==> src/rtl/npu_lane_stream_if.sv <==
// Stream bundle for npu_lane_stream: input FIFO read side, NPU operand/result
// channels and output FIFO write side. The stage uses the slave modport.
interface npu_lane_stream_if #(
  parameter int ACP_WIDTH  = 64,
  parameter int LANE_WIDTH = 32
);
  logic [ACP_WIDTH-1:0]  in_data;
  logic                  in_empty_n;
  logic                  in_deq;
  logic [LANE_WIDTH-1:0] npu_in_data;
  logic                  npu_in_valid;
  logic                  npu_in_ready;
  logic [LANE_WIDTH-1:0] npu_out_data;
  logic                  npu_out_valid;
  logic                  npu_out_ready;
  logic [ACP_WIDTH-1:0]  out_data;
  logic                  out_enq;
  logic                  out_full_n;

  modport slave (
    input  in_data, in_empty_n, npu_in_ready, npu_out_data, npu_out_valid, out_full_n,
    output in_deq, npu_in_data, npu_in_valid, npu_out_ready, out_data, out_enq
  );

  modport master (
    output in_data, in_empty_n, npu_in_ready, npu_out_data, npu_out_valid, out_full_n,
    input  in_deq, npu_in_data, npu_in_valid, npu_out_ready, out_data, out_enq
  );
endinterface

==> src/rtl/npu_lane_stream.sv <==
// Splits ACP words into NPU lane operands and repacks NPU results into ACP words.
// Define STREAM_BYPASS_EN to route input words straight to the output FIFO.
module npu_lane_stream #(
  parameter int ACP_WIDTH  = 64,
  parameter int LANE_WIDTH = 32,
  parameter int BATCH_SIZE = 128,
  parameter int CNT_W      = 16
) (
  input  logic              clk_i,
  input  logic              rst_i,
  npu_lane_stream_if.slave  strm,
  output logic              batch_done_o,
  output logic [CNT_W-1:0]  in_count_o,
  output logic [CNT_W-1:0]  out_count_o,
  output logic              busy_o
);
  localparam int LANES = ACP_WIDTH / LANE_WIDTH;
  localparam int IDX_W = (LANES > 1) ? $clog2(LANES) : 1;
  localparam logic [IDX_W-1:0] LAST_IDX = IDX_W'(LANES - 1);
  localparam logic [CNT_W-1:0] LAST_CNT = CNT_W'(BATCH_SIZE - 1);

  typedef enum logic {P_FILL, P_FLUSH} packState_e;

  packState_e           state_q, state_d;
  logic                 holdValid_q, holdValid_d;
  logic [ACP_WIDTH-1:0] hold_q, hold_d;
  logic [IDX_W-1:0]     laneIdx_q, laneIdx_d;
  logic [ACP_WIDTH-1:0] pack_q, pack_d;
  logic [IDX_W-1:0]     packIdx_q, packIdx_d;
  logic [ACP_WIDTH-1:0] outData_q, outData_d;
  logic                 outEnq_q, outEnq_d;
  logic                 batchDone_q, batchDone_d;
  logic [CNT_W-1:0]     inCount_q, inCount_d;
  logic [CNT_W-1:0]     outCount_q, outCount_d;
  logic                 inDeq;
  logic                 outHs;

`ifdef STREAM_BYPASS_EN
  always_comb begin
    inDeq              = !rst_i && strm.in_empty_n && (state_q == P_FILL);
    holdValid_d        = 1'b0;
    hold_d             = '0;
    laneIdx_d          = '0;
    strm.npu_in_valid  = 1'b0;
    strm.npu_in_data   = '0;
    strm.npu_out_ready = 1'b0;
    outHs              = 1'b0;
  end
`else
  // A last-lane handshake may reload the hold register in the same cycle.
  always_comb begin
    logic inHs;
    logic lastLane;
    inHs               = holdValid_q && strm.npu_in_ready;
    lastLane           = (laneIdx_q == LAST_IDX);
    inDeq              = !rst_i && strm.in_empty_n && (!holdValid_q || (inHs && lastLane));
    holdValid_d        = holdValid_q;
    hold_d             = hold_q;
    laneIdx_d          = laneIdx_q;
    if (inHs) begin
      if (lastLane) begin
        holdValid_d = 1'b0;
        laneIdx_d   = '0;
      end else begin
        laneIdx_d   = laneIdx_q + 1'b1;
      end
    end
    if (inDeq) begin
      holdValid_d = 1'b1;
      hold_d      = strm.in_data;
      laneIdx_d   = '0;
    end
    strm.npu_in_valid  = holdValid_q;
    strm.npu_in_data   = hold_q[laneIdx_q*LANE_WIDTH +: LANE_WIDTH];
    strm.npu_out_ready = !rst_i && (state_q == P_FILL);
    outHs              = strm.npu_out_valid && strm.npu_out_ready;
  end
`endif

  always_comb begin
    state_d     = state_q;
    pack_d      = pack_q;
    packIdx_d   = packIdx_q;
    outData_d   = outData_q;
    outEnq_d    = 1'b0;
    batchDone_d = 1'b0;
    inCount_d   = inCount_q;
    outCount_d  = outCount_q;
    case (state_q)
      P_FILL: begin
`ifdef STREAM_BYPASS_EN
        if (inDeq) begin
          pack_d  = strm.in_data;
          state_d = P_FLUSH;
        end
`else
        if (outHs) begin
          pack_d[packIdx_q*LANE_WIDTH +: LANE_WIDTH] = strm.npu_out_data;
          if (packIdx_q == LAST_IDX) begin
            state_d = P_FLUSH;
          end else begin
            packIdx_d = packIdx_q + 1'b1;
          end
        end
`endif
      end
      P_FLUSH: begin
        if (strm.out_full_n) begin
          outData_d = pack_q;
          outEnq_d  = 1'b1;
          packIdx_d = '0;
          state_d   = P_FILL;
        end
      end
      default: state_d = P_FILL;
    endcase
    if (inDeq) begin
      inCount_d = (inCount_q == LAST_CNT) ? '0 : inCount_q + 1'b1;
    end
    // The counter and batch_done update on the same edge that raises out_enq.
    if (outEnq_d) begin
      if (outCount_q == LAST_CNT) begin
        outCount_d  = '0;
        batchDone_d = 1'b1;
      end else begin
        outCount_d  = outCount_q + 1'b1;
      end
    end
  end

  always_ff @(posedge clk_i) begin
    if (rst_i) begin
      state_q     <= P_FILL;
      holdValid_q <= 1'b0;
      hold_q      <= '0;
      laneIdx_q   <= '0;
      pack_q      <= '0;
      packIdx_q   <= '0;
      outData_q   <= '0;
      outEnq_q    <= 1'b0;
      batchDone_q <= 1'b0;
      inCount_q   <= '0;
      outCount_q  <= '0;
    end else begin
      state_q     <= state_d;
      holdValid_q <= holdValid_d;
      hold_q      <= hold_d;
      laneIdx_q   <= laneIdx_d;
      pack_q      <= pack_d;
      packIdx_q   <= packIdx_d;
      outData_q   <= outData_d;
      outEnq_q    <= outEnq_d;
      batchDone_q <= batchDone_d;
      inCount_q   <= inCount_d;
      outCount_q  <= outCount_d;
    end
  end

  assign strm.in_deq   = inDeq;
  assign strm.out_data = outData_q;
  assign strm.out_enq  = outEnq_q;
  assign batch_done_o  = batchDone_q;
  assign in_count_o    = inCount_q;
  assign out_count_o   = outCount_q;
  assign busy_o        = holdValid_q || (packIdx_q != '0) || (state_q == P_FLUSH)
                         || (inCount_q != outCount_q);
endmodule

==> src/flat_wrapper.sv <==
// flat-port wrapper written by rule: the top's interface ports become plain ports
module npu_lane_stream_flat 
#(
  parameter int ACP_WIDTH  = 64,
  parameter int LANE_WIDTH = 32,
  parameter int BATCH_SIZE = 128,
  parameter int CNT_W      = 16
)
  (clk_i, rst_i, batch_done_o, in_count_o, out_count_o, busy_o, strm_in_data, strm_in_empty_n, strm_npu_in_ready, strm_npu_out_data, strm_npu_out_valid, strm_out_full_n, strm_in_deq, strm_npu_in_data, strm_npu_in_valid, strm_npu_out_ready, strm_out_data, strm_out_enq);
  npu_lane_stream_if #(.ACP_WIDTH(ACP_WIDTH), .LANE_WIDTH(LANE_WIDTH)) strm_i ();
  input  logic clk_i;
  input  logic rst_i;
  output logic batch_done_o;
  output logic [CNT_W-1:0] in_count_o;
  output logic [CNT_W-1:0] out_count_o;
  output logic busy_o;
  input wire logic [$bits(strm_i.in_data)-1:0] strm_in_data;
  input wire logic [$bits(strm_i.in_empty_n)-1:0] strm_in_empty_n;
  input wire logic [$bits(strm_i.npu_in_ready)-1:0] strm_npu_in_ready;
  input wire logic [$bits(strm_i.npu_out_data)-1:0] strm_npu_out_data;
  input wire logic [$bits(strm_i.npu_out_valid)-1:0] strm_npu_out_valid;
  input wire logic [$bits(strm_i.out_full_n)-1:0] strm_out_full_n;
  output wire logic [$bits(strm_i.in_deq)-1:0] strm_in_deq;
  output wire logic [$bits(strm_i.npu_in_data)-1:0] strm_npu_in_data;
  output wire logic [$bits(strm_i.npu_in_valid)-1:0] strm_npu_in_valid;
  output wire logic [$bits(strm_i.npu_out_ready)-1:0] strm_npu_out_ready;
  output wire logic [$bits(strm_i.out_data)-1:0] strm_out_data;
  output wire logic [$bits(strm_i.out_enq)-1:0] strm_out_enq;
  assign strm_i.in_data = strm_in_data;
  assign strm_i.in_empty_n = strm_in_empty_n;
  assign strm_i.npu_in_ready = strm_npu_in_ready;
  assign strm_i.npu_out_data = strm_npu_out_data;
  assign strm_i.npu_out_valid = strm_npu_out_valid;
  assign strm_i.out_full_n = strm_out_full_n;
  assign strm_in_deq = strm_i.in_deq;
  assign strm_npu_in_data = strm_i.npu_in_data;
  assign strm_npu_in_valid = strm_i.npu_in_valid;
  assign strm_npu_out_ready = strm_i.npu_out_ready;
  assign strm_out_data = strm_i.out_data;
  assign strm_out_enq = strm_i.out_enq;
  npu_lane_stream #(.ACP_WIDTH(ACP_WIDTH), .LANE_WIDTH(LANE_WIDTH), .BATCH_SIZE(BATCH_SIZE), .CNT_W(CNT_W)) u_core (.clk_i(clk_i), .rst_i(rst_i), .strm(strm_i), .batch_done_o(batch_done_o), .in_count_o(in_count_o), .out_count_o(out_count_o), .busy_o(busy_o));
endmodule
==> config.mk <==
export PLATFORM = sky130hd
export DESIGN_NAME = npu_lane_stream_flat
export DESIGN_NICKNAME = d
export VERILOG_FILES = /design/src/rtl/npu_lane_stream_if.sv /design/src/rtl/npu_lane_stream.sv /design/src/flat_wrapper.sv
export SDC_FILE = /design/constraint.sdc
export NUM_CORES = 1
export LEC_CHECK = 0
export ABC_AREA = 0
export CAP_MARGIN = 25
export CORE_MARGIN = 2
export CORE_UTILIZATION = 40
export CTS_BUF_LIST = sky130_fd_sc_hd__clkbuf_4 sky130_fd_sc_hd__clkbuf_8 sky130_fd_sc_hd__clkbuf_16
export CTS_CLUSTER_DIAMETER = 60
export CTS_CLUSTER_SIZE = 25
export DETAILED_ROUTE_END_ITERATION = 16
export PLACE_DENSITY = 0.68
export SYNTH_ARGS = -nofsm -noshare
export SYNTH_HDL_FRONTEND = slang
export SYNTH_SLANG_ARGS = --single-unit
==> constraint.sdc <==
create_clock -name clk_i -period 4.55 [get_ports clk_i]
set_clock_uncertainty 0.15 [all_clocks]
set_input_delay 0.91 -clock clk_i [delete_from_list [all_inputs] [get_ports clk_i]]
set_output_delay 0.91 -clock clk_i [all_outputs]
set_load 0.005 [all_outputs]
; ---- Word level (Yosys, flattened, before mapping)
; Index checks and enable logic that the tools add are counted.
[word_totals]
regBits = 230
out_inout_bits = 134
in_bits = 102
wordCells = 64
[op_classes]
muxes = 18
eq_ne = 5
reduce_logical = 20
addsub = 5
bitwise_logic = 2
shift = 3
[ops]
columns = op, n
row1 = bitwise mux 64 bit, 1
row2 = variable shift 32 x 34 -> 64 bit (first input constant), 1
row3 = variable part select 32 x 34 -> 64 bit, 1
row4 = variable part select 64 x 7 -> 32 bit, 1
row5 = negator 6 -> 34 bit, 1
row6 = adder 16 x 1 -> 16 bit (second input constant), 2
row7 = equality test 16 x 7 -> 1 bit (second input constant), 2
row8 = 2-to-1 mux 16 bit, 2
row9 = inequality test 16 bit, 1
row10 = 2-to-1 mux 1 bit, 13
row11 = AND reduction 2 bit, 4
row12 = logical AND 1 bit, 6
row13 = logical OR 1 bit, 4
row14 = case mux 1 bit (2 select lines), 2
row15 = nonzero test 2 bit, 2
row16 = OR reduction 2 bit, 2
row17 = adder 1 bit (second input constant), 2
row18 = zero test 1 bit, 2
row19 = inequality test 2 x 1 -> 1 bit (second input constant), 1
row20 = inequality test 2 bit (second input constant), 1
row21 = inverter 1 bit, 2

; ---- Longest topological paths before layout
[depth]
word_depth = 6
depth_mapped = 8
depth_no_buf = 5

; ---- Worst setup path after synthesis
; Ideal clock, no wire load.
[synth_timing]
kind = input port to output port
start = input rst_i
end = output strm_in_deq
required_time_ns = 3.490
arrival_ns = 2.107
path_stages = 6
path_slack_ns = 1.383
n_path_buf = 4
path_cell_list = buf_6 -> nand2b_4 -> buf_2 -> nor2_1 -> clkbuf_1 -> buf_1
[synth_between]
elab_chain_len = 3
[synth_lines]
columns = item, line
row1 = start: declaration, flat_wrapper.sv:12  ; input logic rst_i;
row2 = zero test 1 bit, npu_lane_stream.sv:56  ; inDeq = !rst_i && strm.in_empty_n && (!holdValid_q || (inHs && lastLane));
row3 = logical AND 1 bit (2 in series), npu_lane_stream.sv:56
row4 = end: declaration, flat_wrapper.sv:23  ; output wire logic [$bits(strm_i.in_deq)-1:0] strm_in_deq;
; No other way between the ends.

; ---- Worst setup path after layout
[layout_timing]
start = register u_core.outCount_q[12], in the netlist u_core.out_count_o[12]
end = output busy_o
[layout_between]
elab_chain_len = 2
[layout_lines]
columns = item, line
row1 = start: declaration, npu_lane_stream.sv:34  ; logic [CNT_W-1:0] outCount_q, outCount_d;
row2 = start signal: assignment, npu_lane_stream.sv:155  ; outCount_q <= outCount_d;
row3 = inequality test 16 bit, npu_lane_stream.sv:166  ; || (inCount_q != outCount_q);
row4 = logical OR 1 bit, npu_lane_stream.sv:166
row5 = end: declaration, flat_wrapper.sv:16  ; output logic busy_o;
; No other way between the ends.

==> flow_summary.json <==
{
  "setup_slack_ns": 1.08,
  "reg2reg_to": "u_core.hold_q[36]$_SDFFE_PP0P_",
  "cpLargestDelayFamily": "simple AND/OR/NAND/NOR gates",
  "status": "finished clean",
  "syn_to_final_growth_pct": 35.0,
  "worst_hold_path.num_cells": 2,
  "synth_compound_area_frac": 0.125,
  "leakage_uw": 0.00405,
  "cts.clk_slew.worst_paths_ns": 0.09,
  "core_sq_mm": 0.0220,
  "cap_violations": 0,
  "ctsHtreeMaxLevel": 1,
  "cts_tree": "done",
  "synth_xor_area_frac": 0.0360,
  "routed_wl_mm": 24.5,
  "whs_endpoint": "u_core.strm.out_data[41]$_SDFFE_PP0N_",
  "rsz0062_at_grt": "no",
  "io_pins": 236,
  "hold_ws_ns": 0.286,
  "place_ws_ns": 1.18,
  "maxSlewViolCount": 0,
  "grt_max_degree": 113,
  "synthCells": 1106,
  "dieArea_sq_mm": 0.0237,
  "root_buffer": "clkbuf_16",
  "fmax_mhz": 288,
  "cts_resized": 0,
  "viasPerCell": 5.06,
  "yosysUniqueCellTypes": 40,
  "initial_core_util": 0.410,
  "synth_warnings": 0,
  "grt_pass1_vias": 7450,
  "worstPathRequired_ns": 3.49,
  "worst_setup_path_start_kind": "register",
  "cts_setup_buffers": 0,
  "reg2reg_depth": 5,
  "r2r_start": "u_core.laneIdx_q$_SDFFE_PP0N_",
  "worst_pin_slew_ns": 0.838,
  "antenna_cells": 0,
  "place_area_sq_mm": 0.0115,
  "timing.final.hold_violations": 0,
  "grt_pass1_wl_mm": 38.8,
  "slew_headroom": 0.441,
  "nets": 1397,
  "finalInstanceArea_sq_mm": 0.0122,
  "numCtsBuffers": 18,
  "worst_path_largest_cell_delay_ns": 0.48,
  "holdCritStartpoint": "u_core.pack_q[41]$_SDFFE_PP0P_",
  "irDropWorstVdd_uv": 250,
  "core.rowCount": 54,
  "grtUsageTotal": 0.197,
  "synthAdderAreaFrac": 0.00278,
  "synth_top_family_by_area": "simple AND/OR/NAND/NOR gates",
  "drt_iter0_drc": 481,
  "clk_latency_ns": 0.49,
  "numPortBuffers": 235,
  "antenna_found_initial": 0,
  "syn_avg_cell_area_sq_um": 8.15,
  "dpl.cell_count": 1552,
  "clk_path_buf_depth": 3,
  "synthSimpleGateAreaFrac": 0.245,
  "crit_buf_inv": 1,
  "gp_congestion": 0.840,
  "crit_chain": "xor2_1, or4_1, nor4_1, nand4_1, clkdlybuf4s50_1",
  "setup_viol": 0,
  "ys_seq_area_frac": 0.511,
  "ys_seq_elements": 230,
  "power.density_mw_per_mm2": 338,
  "die_y_um": 154,
  "synth_edf_count": 0,
  "worstSetupEndpointType": "output pin",
  "r2r_slack_ns": 2.04,
  "gr-total-overflow": 0,
  "vias": 8015,
  "final-instance-count-excl-fill": 1585,
  "fin_crit_ns": 3.47,
  "synthTopCellsByArea": "dfxtp_1 (51%), nand2_1 (14%), a21oi_1 (7.8%), nand2b_1 (4.6%), mux2_2 (4.0%)",
  "netlist_area_sq_mm": 0.00901,
  "clock_sinks": 230,
  "layout-drive-gt1-share": 0.0667,
  "critPathMaxFanout": 6,
  "hpwlAfterDp_mm": 16.4,
  "synth_fp_nets": 1210,
  "muxShareOfSynthArea": 0.0422,
  "dr.pass1.iters": 4,
  "chipWidth_um": 154,
  "hold_buffers": 0,
  "ys_dominant_reg_cell": "dfxtp_1",
  "remaining_drc_errors": 0,
  "yosysTopAreaCellShare": 0.511,
  "path_class": "register to output pin",
  "layout_worst_path_cycle_share": 0.763,
  "yosysTopAreaCell": "dfxtp_1",
  "synthArstFlopShare": 0,
  "hold_class": "register to register",
  "ant_nets": 0,
  "worstPathArrival_ns": 2.41,
  "critical_path.slowest_cell": "dfxtp_1",
  "final.setup.tns_ns": 0,
  "avgRoutedWirePerCell_um": 15.5
}
power by group:
| part | switching (uW) | internal [uW] | total (uW) |
|---|---|---|---|
| Clock | 784 | 842 | 1630 |
| Sequential | 38.3 | 2080 | 2120 |
| Combinational | 161 | 203 | 365 |
cell usage in the layout, fill, tap and decap left out, drive strengths merged, types with 6 or more instances in the layout:
cell and count:
inv 7, mux2 32, nand2 329, nand4 15, nand2b 67, nor4 12
a21oi 140, xnor2 32, or4 6, clkdlybuf4s50 234, nand3 12, buf 15
o21ai 69, nor3 9, clkbuf 22, dfxtp 230, nor2 34
synth_stat cells, types with 6 or more instances:
cell / n
nand4_1: 15
or4_1: 6
nand2_1: 329
mux2_2: 32
clkbuf_1: 68
nand2b_1: 66
buf_1: 6
o21ai_0: 69
a21oi_1: 140
buf_2: 6
dfxtp_1: 230
xnor2_1: 32
nand3_1: 12
nor3_1: 9
nor2_1: 34
nor4_1: 12
flip-flops by register name (all words and copies together) (netlist names):
name	flops
u_core.hold_q	64
u_core.pack_q	64
u_core.strm.out_data	64
u_core.in_count_o	16
u_core.out_count_o	16
u_core.batch_done_o	1
u_core.laneIdx_q	1
u_core.packIdx_q	1
u_core.state_q	1
u_core.strm.npu_in_valid	1
u_core.strm.out_enq	1
through the flow:
step / util / total power (uW)
2_1_floorplan: - / 2320
5_1_grt: 0.554 / 4270
3_5_place_dp: 0.524 / 2530
4_1_cts: 0.553 / 4150
3_3_place_gp: 0.524 / 2520
6_report: 0.554 / 4110
layout make-up:
type	instances	area, sq um
repair buffers	249	2490
well taps	280	350
clock inverters	10	103
multi-input cells	789	4080
clock buffers	22	517
fillers	2017	9800
flip-flops and latches	230	4600
inverters	5	18.8
worst register-to-register path, delay by kind of cell (launching register included):
family	cells	cell delay, ns
buf+inv	2	1.08
compound gates	2	0.41
simple gates	1	0.18
flops	1	0.55
logic make-up after synthesis:
kind of cell             count (synthesis)
AO/OA/AOI/OAI                          219
XOR/XNOR                                37
adder cells (fa/ha/maj)                  2
buffers and inverters                   87
flip-flops                             230
multiplexers                            34
AND/OR/NAND/NOR                        497
metal layers:
| metal | part of all wire | vias up | GRT usage | wire [um] |
|---|---|---|---|---|
| met2 | 0.48 | 215 | 0.328 | 11800 |
| met3 | 0.061 | 38 | 0.0347 | 1490 |
| met5 | 0 | - | 0 | 0 |
| met4 | 0.022 | 0 | 0.0552 | 543 |
| li1 | - | 4012 | - | - |
| met1 | 0.44 | 3750 | 0.265 | 10800 |
how the worst max path moves through the flow:
| stage | depth (start not counted) | startpoint | endpoint |
|---|---|---|---|
| after floorplan | 6 | rst_i | strm_in_deq |
| after CTS | 5 | u_core.out_count_o[12]$_SDFFE_PP0N_ | busy_o |
| after global placement | 4 | strm_in_empty_n | strm_in_deq |
| after detailed placement | 4 | strm_in_empty_n | strm_in_deq |
| final | 5 | u_core.out_count_o[12]$_SDFFE_PP0N_ | busy_o |
| after global routing | 5 | u_core.out_count_o[12]$_SDFFE_PP0N_ | busy_o |
No activity file was read; power rests on OpenSTA's default activity.
